$ cat config.mk
export PLATFORM = sky130hd
export DESIGN_NAME = trace_stream_buffer
export DESIGN_NICKNAME = d
export VERILOG_FILES = /design/src/rtl/trace_stream_buffer.sv
export SDC_FILE = /design/constraint.sdc
export NUM_CORES = 1
export LEC_CHECK = 0
export ABC_AREA = 1
export CAP_MARGIN = 30
export CELL_PAD_IN_SITES_DETAIL_PLACEMENT = 0
export CELL_PAD_IN_SITES_GLOBAL_PLACEMENT = 1
export CORE_UTILIZATION = 40
export DETAILED_ROUTE_END_ITERATION = 12
export PLACE_DENSITY = 0.71
export SYNTH_ARGS = -nofsm -noshare
export SYNTH_HDL_FRONTEND = slang
export SYNTH_SLANG_ARGS = --single-unit
export TNS_END_PERCENT = 100
$ cat constraint.sdc
create_clock -name clk -period 15.82 [get_ports clk]
set_input_delay 2.373 -clock clk [delete_from_list [all_inputs] [get_ports clk]]
set_output_delay 2.373 -clock clk [all_outputs]
set_load 0.005 [all_outputs]
$ cat src/rtl/trace_stream_buffer.sv
// Trace capture FIFO. It stores one {addr, inst, data} entry per committed instruction
// and drains each entry as three 32-bit val/rdy words. Entries that arrive while the
// buffer is full are dropped and counted, so the core never stalls on trace.
//
//   state  | meaning
//   W_ADDR | presenting the head entry's PC word
//   W_INST | presenting the head entry's instruction word
//   W_DATA | presenting the head entry's writeback word; a handshake here pops
module trace_stream_buffer #(
  parameter int DEPTH = 8,
  parameter int DROPW = 16
) (
  input  logic                   clk,
  input  logic                   rst,
  input  logic                   en,
  input  logic                   clear,
  input  logic                   trace_val,
  input  logic [31:0]            trace_addr,
  input  logic [31:0]            trace_inst,
  input  logic [31:0]            trace_data,
  output logic                   out_val,
  input  logic                   out_rdy,
  output logic [31:0]            out_data,
  output logic                   out_last,
  output logic [$clog2(DEPTH):0] count,
  output logic [DROPW-1:0]       drop_count
);

  localparam int AW = $clog2(DEPTH);
  localparam int CW = AW + 1;

  typedef enum logic [1:0] {
    W_ADDR = 2'd0,
    W_INST = 2'd1,
    W_DATA = 2'd2
  } word_state_t;

  logic [95:0]      mem [DEPTH];
  logic [AW-1:0]    wptr;
  logic [AW-1:0]    rptr;
  logic [CW-1:0]    cnt_q;
  logic [DROPW-1:0] drop_q;
  word_state_t      state;
  word_state_t      state_nxt;

  logic        full;
  logic        push;
  logic        drop;
  logic        hs;
  logic        pop;
  logic [95:0] head;

  // Full is taken from the registered count, so a pop in the same cycle does not
  // make room for a push.
  always_comb begin
    full = (cnt_q == CW'(DEPTH));
    push = en && trace_val && !full && !clear;
    drop = en && trace_val && full && !clear;
    hs   = out_val && out_rdy;
    pop  = hs && (state == W_DATA) && !clear;
    head = mem[rptr];
  end

  always_comb begin
    state_nxt = state;
    if (hs) begin
      case (state)
        W_ADDR:  state_nxt = W_INST;
        W_INST:  state_nxt = W_DATA;
        W_DATA:  state_nxt = W_ADDR;
        default: state_nxt = W_ADDR;
      endcase
    end
  end

  always_comb begin
    out_val  = (cnt_q != '0);
    out_last = out_val && (state == W_DATA);
    out_data = head[95:64];
    case (state)
      W_ADDR:  out_data = head[95:64];
      W_INST:  out_data = head[63:32];
      W_DATA:  out_data = head[31:0];
      default: out_data = head[95:64];
    endcase
  end

  always_ff @(posedge clk) begin
    if (rst || clear) begin
      state  <= W_ADDR;
      wptr   <= '0;
      rptr   <= '0;
      cnt_q  <= '0;
      drop_q <= '0;
    end else begin
      state <= state_nxt;
      if (push) wptr <= wptr + 1'b1;
      if (pop)  rptr <= rptr + 1'b1;
      case ({push, pop})
        2'b10:   cnt_q <= cnt_q + 1'b1;
        2'b01:   cnt_q <= cnt_q - 1'b1;
        default: cnt_q <= cnt_q;
      endcase
      if (drop && (drop_q != '1)) drop_q <= drop_q + 1'b1;
    end
  end

  // Storage needs no reset; stale entries are unreachable once the pointers clear.
  always_ff @(posedge clk) begin
    if (push) mem[wptr] <= {trace_addr, trace_inst, trace_data};
  end

  assign count      = cnt_q;
  assign drop_count = drop_q;

endmodule

### Word-level counts from Yosys, hierarchy flattened

Memories as Yosys holds them, arrays and structs flattened. A register that Yosys moved wholly into a read port is not among the register bits.
Index checks and enable logic that the tools add are counted.

* register bits: 28
* memory bits (writable): 768
* input bits: 102
* output and inout bits: 54
* memories: 1

Memory list
* mem: depth 8, bits a word 96, read ports 1, clocked after memory_dff 1, write ports 1, RTL line 38 `logic [95:0] mem [DEPTH];`

* add/subtract/negate cells: 5
* equality and inequality tests: 6
* mux-type cells: 7
* reductions and logical operators: 16

Operators by type and width (count)
* $pmux 32 s2: 1
* $add 16x1->16 const B: 1
* $ne 16x16->1 const B: 1
* $logic_and 1x1->1: 10
* $pmux 4 s2: 1
* $add 3x1->3 const B: 2
* $mux 3: 2
* $add 4x1->4 const B: 1
* $eq 2x1->1 const B: 2
* $eq 2x2->1 const B: 2
* $eq 4x4->1 const B: 1
* $pmux 2 s2: 1
* $reduce_bool 4->1: 1
* $sub 4x1->4 const B: 1
* $logic_not 1->1: 2
* $logic_not 2->1: 1
* $mux 1: 2
* $reduce_bool 2->1: 1
* $logic_or 1x1->1: 1

### Longest topological paths before layout

* word-level depth: 6
* mapped depth: 15
* depth with buffers taken out: 14

### Least setup slack after synthesis

Ideal clock, no wire load.

* kind: input to register
* start: in clear
* end: mem mem[1][0] (enable)
* data arrival time: 6.910 ns
* data required time: 15.269 ns
* slack: 8.359 ns
* stages: 7
* path through: inv_1 -> nand3_1 -> inv_1 -> nand2_1 -> nor2_1 -> inv_1 -> nor2_1

* cells in the longest elaborated chain, start to end: 4

RTL lines
* start: declaration: RTL line 16 `input logic clear,`
* $logic_not 1->1: RTL line 57 `push = en && trace_val && !full && !clear;`
* $logic_and 1x1->1: RTL line 57
* $mux 1: RTL line 110 `if (push) mem[wptr] <= {trace_addr, trace_inst, trace_data};`
* $mux 1 (not written as such): RTL line 110
* end: declaration: RTL line 38

No other way between the ends.

==> results_dict.tcl <==
set metrics [dict create \
    status "finished, final reports clean" \
    largest_net_degree_at_the_start_of_global_routing 212 \
    drive_above_1_share_pct 5.19 \
    setup_repair_after_global_routing_missed_its_margin "no" \
    postRouteAntennaNets 0 \
    root_buffer "sky130_fd_sc_hd__clkbuf_16" \
    leakagePower_uw 0.0150 \
    worstPathRequired_ns 13.45 \
    grt_first_pass_wirelength_mm 136 \
    finalCritPeriodShare_pct 44.4 \
    synth_cell_type_count 27 \
    worst_hold_path_type "flop to flop" \
    critical_path_arrival_ns 4.64 \
    first_global_vias 21400 \
    antenna_violations_before_repair 16 \
    fillCellCount 7615 \
    routed_wire_length_mm 90.7 \
    layout.cells.most_common_list "sky130_fd_sc_hd__nand2_1, sky130_fd_sc_hd__edfxtp_1, sky130_fd_sc_hd__nand3_1" \
    flops_latches_synth 799 \
    worst_path_dominant_cell_family "buffers and inverters" \
    worst_skew_pair.late_latency_ns 0.64 \
    row_count 106 \
    fp.dieArea_sq_um 85700 \
    seq_power_share_pct 54.3 \
    cts_sinks 799 \
    final_period_minus_worst_setup_slack_ns 7.02 \
    layout.cell_area.non_filler_sq_um 39000 \
    globalRouteOverflowTotal 0 \
    timing.critical_path.buf_inv 3 \
    power_frac_clock_pct 43.4 \
    cpPeakStageDelay_ns 0.87 \
    timing.rr.start "count[0]$_SDFFE_PP0P_" \
    htree_num_levels 3 \
    post_detailed_route_wirelength_per_cell_um 20.4 \
    critPathLaunchType "flop" \
    nets 3343 \
    worst_r2r_path_depth 6 \
    place.detailed.hpwl_mm 49.3 \
    post_cts_hold_buffer_count 0 \
    postSynthCellCount 3114 \
    worst_ir_drop_vdd_v 0.0000712 \
    place.port_buffers 155 \
    num_io_pins 156 \
    switchingPower_uw 868 \
    worst_path_max_delay_cell "sky130_fd_sc_hd__buf_4" \
    cell_depth_of_the_worst_setup_path 11 \
    mappedNetlistArea_sq_um 33800 \
    pwr_density_cell_nw_per_um2 110 \
    timing.critical_path.cells "buf_4, buf_4, nand2_1, nand2_1, nand2_1, nand3_1, nand3_1, nand2_1, nand2_1, nand2_1, clkdlybuf4s50_1" \
    crit_path_end_kind "primary output" \
    final.setup.tns_ns 0 \
    synth-seq-area-share_pct 70.0 \
    coreArea_sq_um 83700 \
    via_count 21900 \
    chipHeight_um 293 \
    finClkSkew_ns 0.0203 \
    path_max_fanout 89 \
    power.share.switching_pct 20.2 \
    floorplan.initialDensity_pct 40.4 \
    synthesis.yosys.warnings 0 \
    cts_inserted_buffers 86 \
    post_cts.repair.setup_buffers 0 \
    areaGrowthSynthToFinish_pct 15.3 \
    post_synth.cell_area_avg_sq_um 10.9 \
    slew_viol_final 0 \
    layout_commonest_cell "sky130_fd_sc_hd__nand2_1" \
    p_int_uw 3420 \
    drc 0 \
    grt_usage_pct 21.3 \
    reg2reg_setup_slack_ns 12.08 \
    timing.max_cap.violations 0 \
    hold_viol 0 \
    clock_path_buffers 3 \
    place_area_sq_um 36400 \
    crit_path_end "out_data[2]" \
    worst_slack_ns 8.80 \
    floorplan.die.width_um 293 \
    finalWeightedCongestion 0.730 \
    timing.final.setup_violations 0 \
    cell_mode_on_critical_path "sky130_fd_sc_hd__nand2_1" \
    detailedRoute.firstIterationViolations 1865 \
    drtPass1Iterations 5 \
    type_of_the_setup_path_with_the_least_slack "flop to primary output" \
    share_comb_of_total_power_pct 2.4 \
    fmax_ghz 0.143 \
    worstMarginPinSlew_ns 1.00 \
    tritoncts "done" \
    count_of_cells_resized_by_post_cts_repair 0 \
    routed_via_density 4.94 \
    timing.slew.headroom_pct 33.3 \
    r2r_end "mem[4][41]$_DFFE_PP_" \
    detailedPlace.worstSlack_ns 9.55 \
    clk_transition_reported_paths_ns 0.06 \
    synth_fp_nets 3226 \
]
## per-stage QoR
step / total power (uW) / hold WS (ns) / utilization, % / cells
after detailed placement: 2480 / 0.473 / 43.5 / 4276
after global placement: 2470 / 0.473 / 43.3 / 4270
after floorplan: 2400 / 0.458 / - / 3114
after CTS: 4330 / 0.487 / 46.5 / 4430
final: 4290 / 0.488 / 46.6 / 4441
after global routing: 4420 / 0.510 / 46.6 / 4435
## worst min path at each step
stage | from | to | slack [ns] | depth (start not counted)
CTS | wptr[0]$_SDFFE_PP0P_ | wptr[0]$_SDFFE_PP0P_ | 0.49 | 2
detailed placement | wptr[0]$_SDFFE_PP0P_ | wptr[0]$_SDFFE_PP0P_ | 0.47 | 2
global placement | wptr[0]$_SDFFE_PP0P_ | wptr[0]$_SDFFE_PP0P_ | 0.47 | 2
finish | wptr[0]$_SDFFE_PP0P_ | wptr[0]$_SDFFE_PP0P_ | 0.49 | 2
floorplan | wptr[0]$_SDFFE_PP0P_ | wptr[0]$_SDFFE_PP0P_ | 0.46 | 2
global route | wptr[0]$_SDFFE_PP0P_ | wptr[0]$_SDFFE_PP0P_ | 0.51 | 2
## worst min-delay path: cells and delay by family (launching register included)
kind               cells  cell delay [ns]
AOI/OAI and AO/OA      1             0.05
DFF                    1             0.32
and+or+nand+nor        1             0.07
## cell families after synthesis
family                   after synthesis  share of synthesized area (%)
buffers and inverters                586                           7.36
XOR/XNOR                              10                          0.259
AND/OR/NAND/NOR                     1482                           18.1
flip-flops                           799                           70.0
adder cells (fa/ha/maj)               10                          0.370
AO/OA/AOI/OAI                        227                           3.87
## area by class of cell
class,count,area [sq um],share of cell area [%]
antenna,10,25.0,0.0642
clock buffer,119,2330,5.97
clock inverter,35,231,0.593
inverter,419,1590,4.08
multi-input combinational,1729,7720,19.8
sequential,799,23700,60.7
tap,1134,1420,3.64
timing repair buffer,196,2000,5.14
## synthesized netlist by cell type
| cell | number | share of area [%] |
|---|---|---|
| sky130_fd_sc_hd__nor2_1 | 228 | 2.5 |
| sky130_fd_sc_hd__clkinv_1 | 2 | 0.022 |
| sky130_fd_sc_hd__buf_2 | 57 | 0.84 |
| sky130_fd_sc_hd__inv_1 | 416 | 4.6 |
| sky130_fd_sc_hd__nand2_1 | 809 | 9.0 |
| sky130_fd_sc_hd__ha_1 | 10 | 0.37 |
| sky130_fd_sc_hd__nor3b_1 | 1 | 0.022 |
| sky130_fd_sc_hd__nor2_2 | 3 | 0.055 |
| sky130_fd_sc_hd__buf_1 | 20 | 0.22 |
| sky130_fd_sc_hd__o21ai_0 | 113 | 1.7 |
| sky130_fd_sc_hd__o211ai_1 | 64 | 1.4 |
| sky130_fd_sc_hd__clkbuf_1 | 51 | 0.57 |
| sky130_fd_sc_hd__a31oi_1 | 1 | 0.019 |
| sky130_fd_sc_hd__nand4_1 | 1 | 0.019 |
| sky130_fd_sc_hd__dfxtp_1 | 31 | 1.8 |
| sky130_fd_sc_hd__nand3_1 | 437 | 6.5 |
| sky130_fd_sc_hd__buf_6 | 19 | 0.63 |
| sky130_fd_sc_hd__nor3_1 | 2 | 0.030 |
| sky130_fd_sc_hd__buf_4 | 20 | 0.44 |
| sky130_fd_sc_hd__edfxtp_1 | 768 | 68 |
| sky130_fd_sc_hd__xnor2_1 | 2 | 0.052 |
| sky130_fd_sc_hd__xor2_1 | 8 | 0.21 |
| sky130_fd_sc_hd__o21ai_4 | 1 | 0.048 |
| sky130_fd_sc_hd__inv_4 | 1 | 0.019 |
| sky130_fd_sc_hd__nand3b_1 | 1 | 0.022 |
| sky130_fd_sc_hd__a21oi_1 | 25 | 0.37 |
| sky130_fd_sc_hd__o21ai_1 | 23 | 0.34 |
## registers in the layout, summed over array words and instances, names as in the netlist, named ones only
register and flops:
drop_count 16, mem 768, rptr 3, count 4, state 2, wptr 3
## per-layer routing
metal	share of wire, %	global-route usage, %	up-vias	wire (um)
met3	6.6	4.29	109	6020
met1	44	28.7	10600	39600
li1	-	-	10600	-
met5	0.064	0	-	58
met4	2.2	6.76	10	2000
met2	47	34.5	560	43000
## power by group through the flow
| stage | Clock (uW) | Sequential (uW) | Combinational [uW] |
|---|---|---|---|
| 2_1_floorplan | 0 | 2380 | 25.7 |
| 3_3_place_gp | 0 | 2370 | 100 |
| 3_5_place_dp | 0 | 2370 | 102 |
| 4_1_cts | 1900 | 2330 | 103 |
| 5_1_grt | 1980 | 2330 | 111 |
| 6_report | 1860 | 2330 | 102 |
No activity file was read; power rests on OpenSTA's default activity.
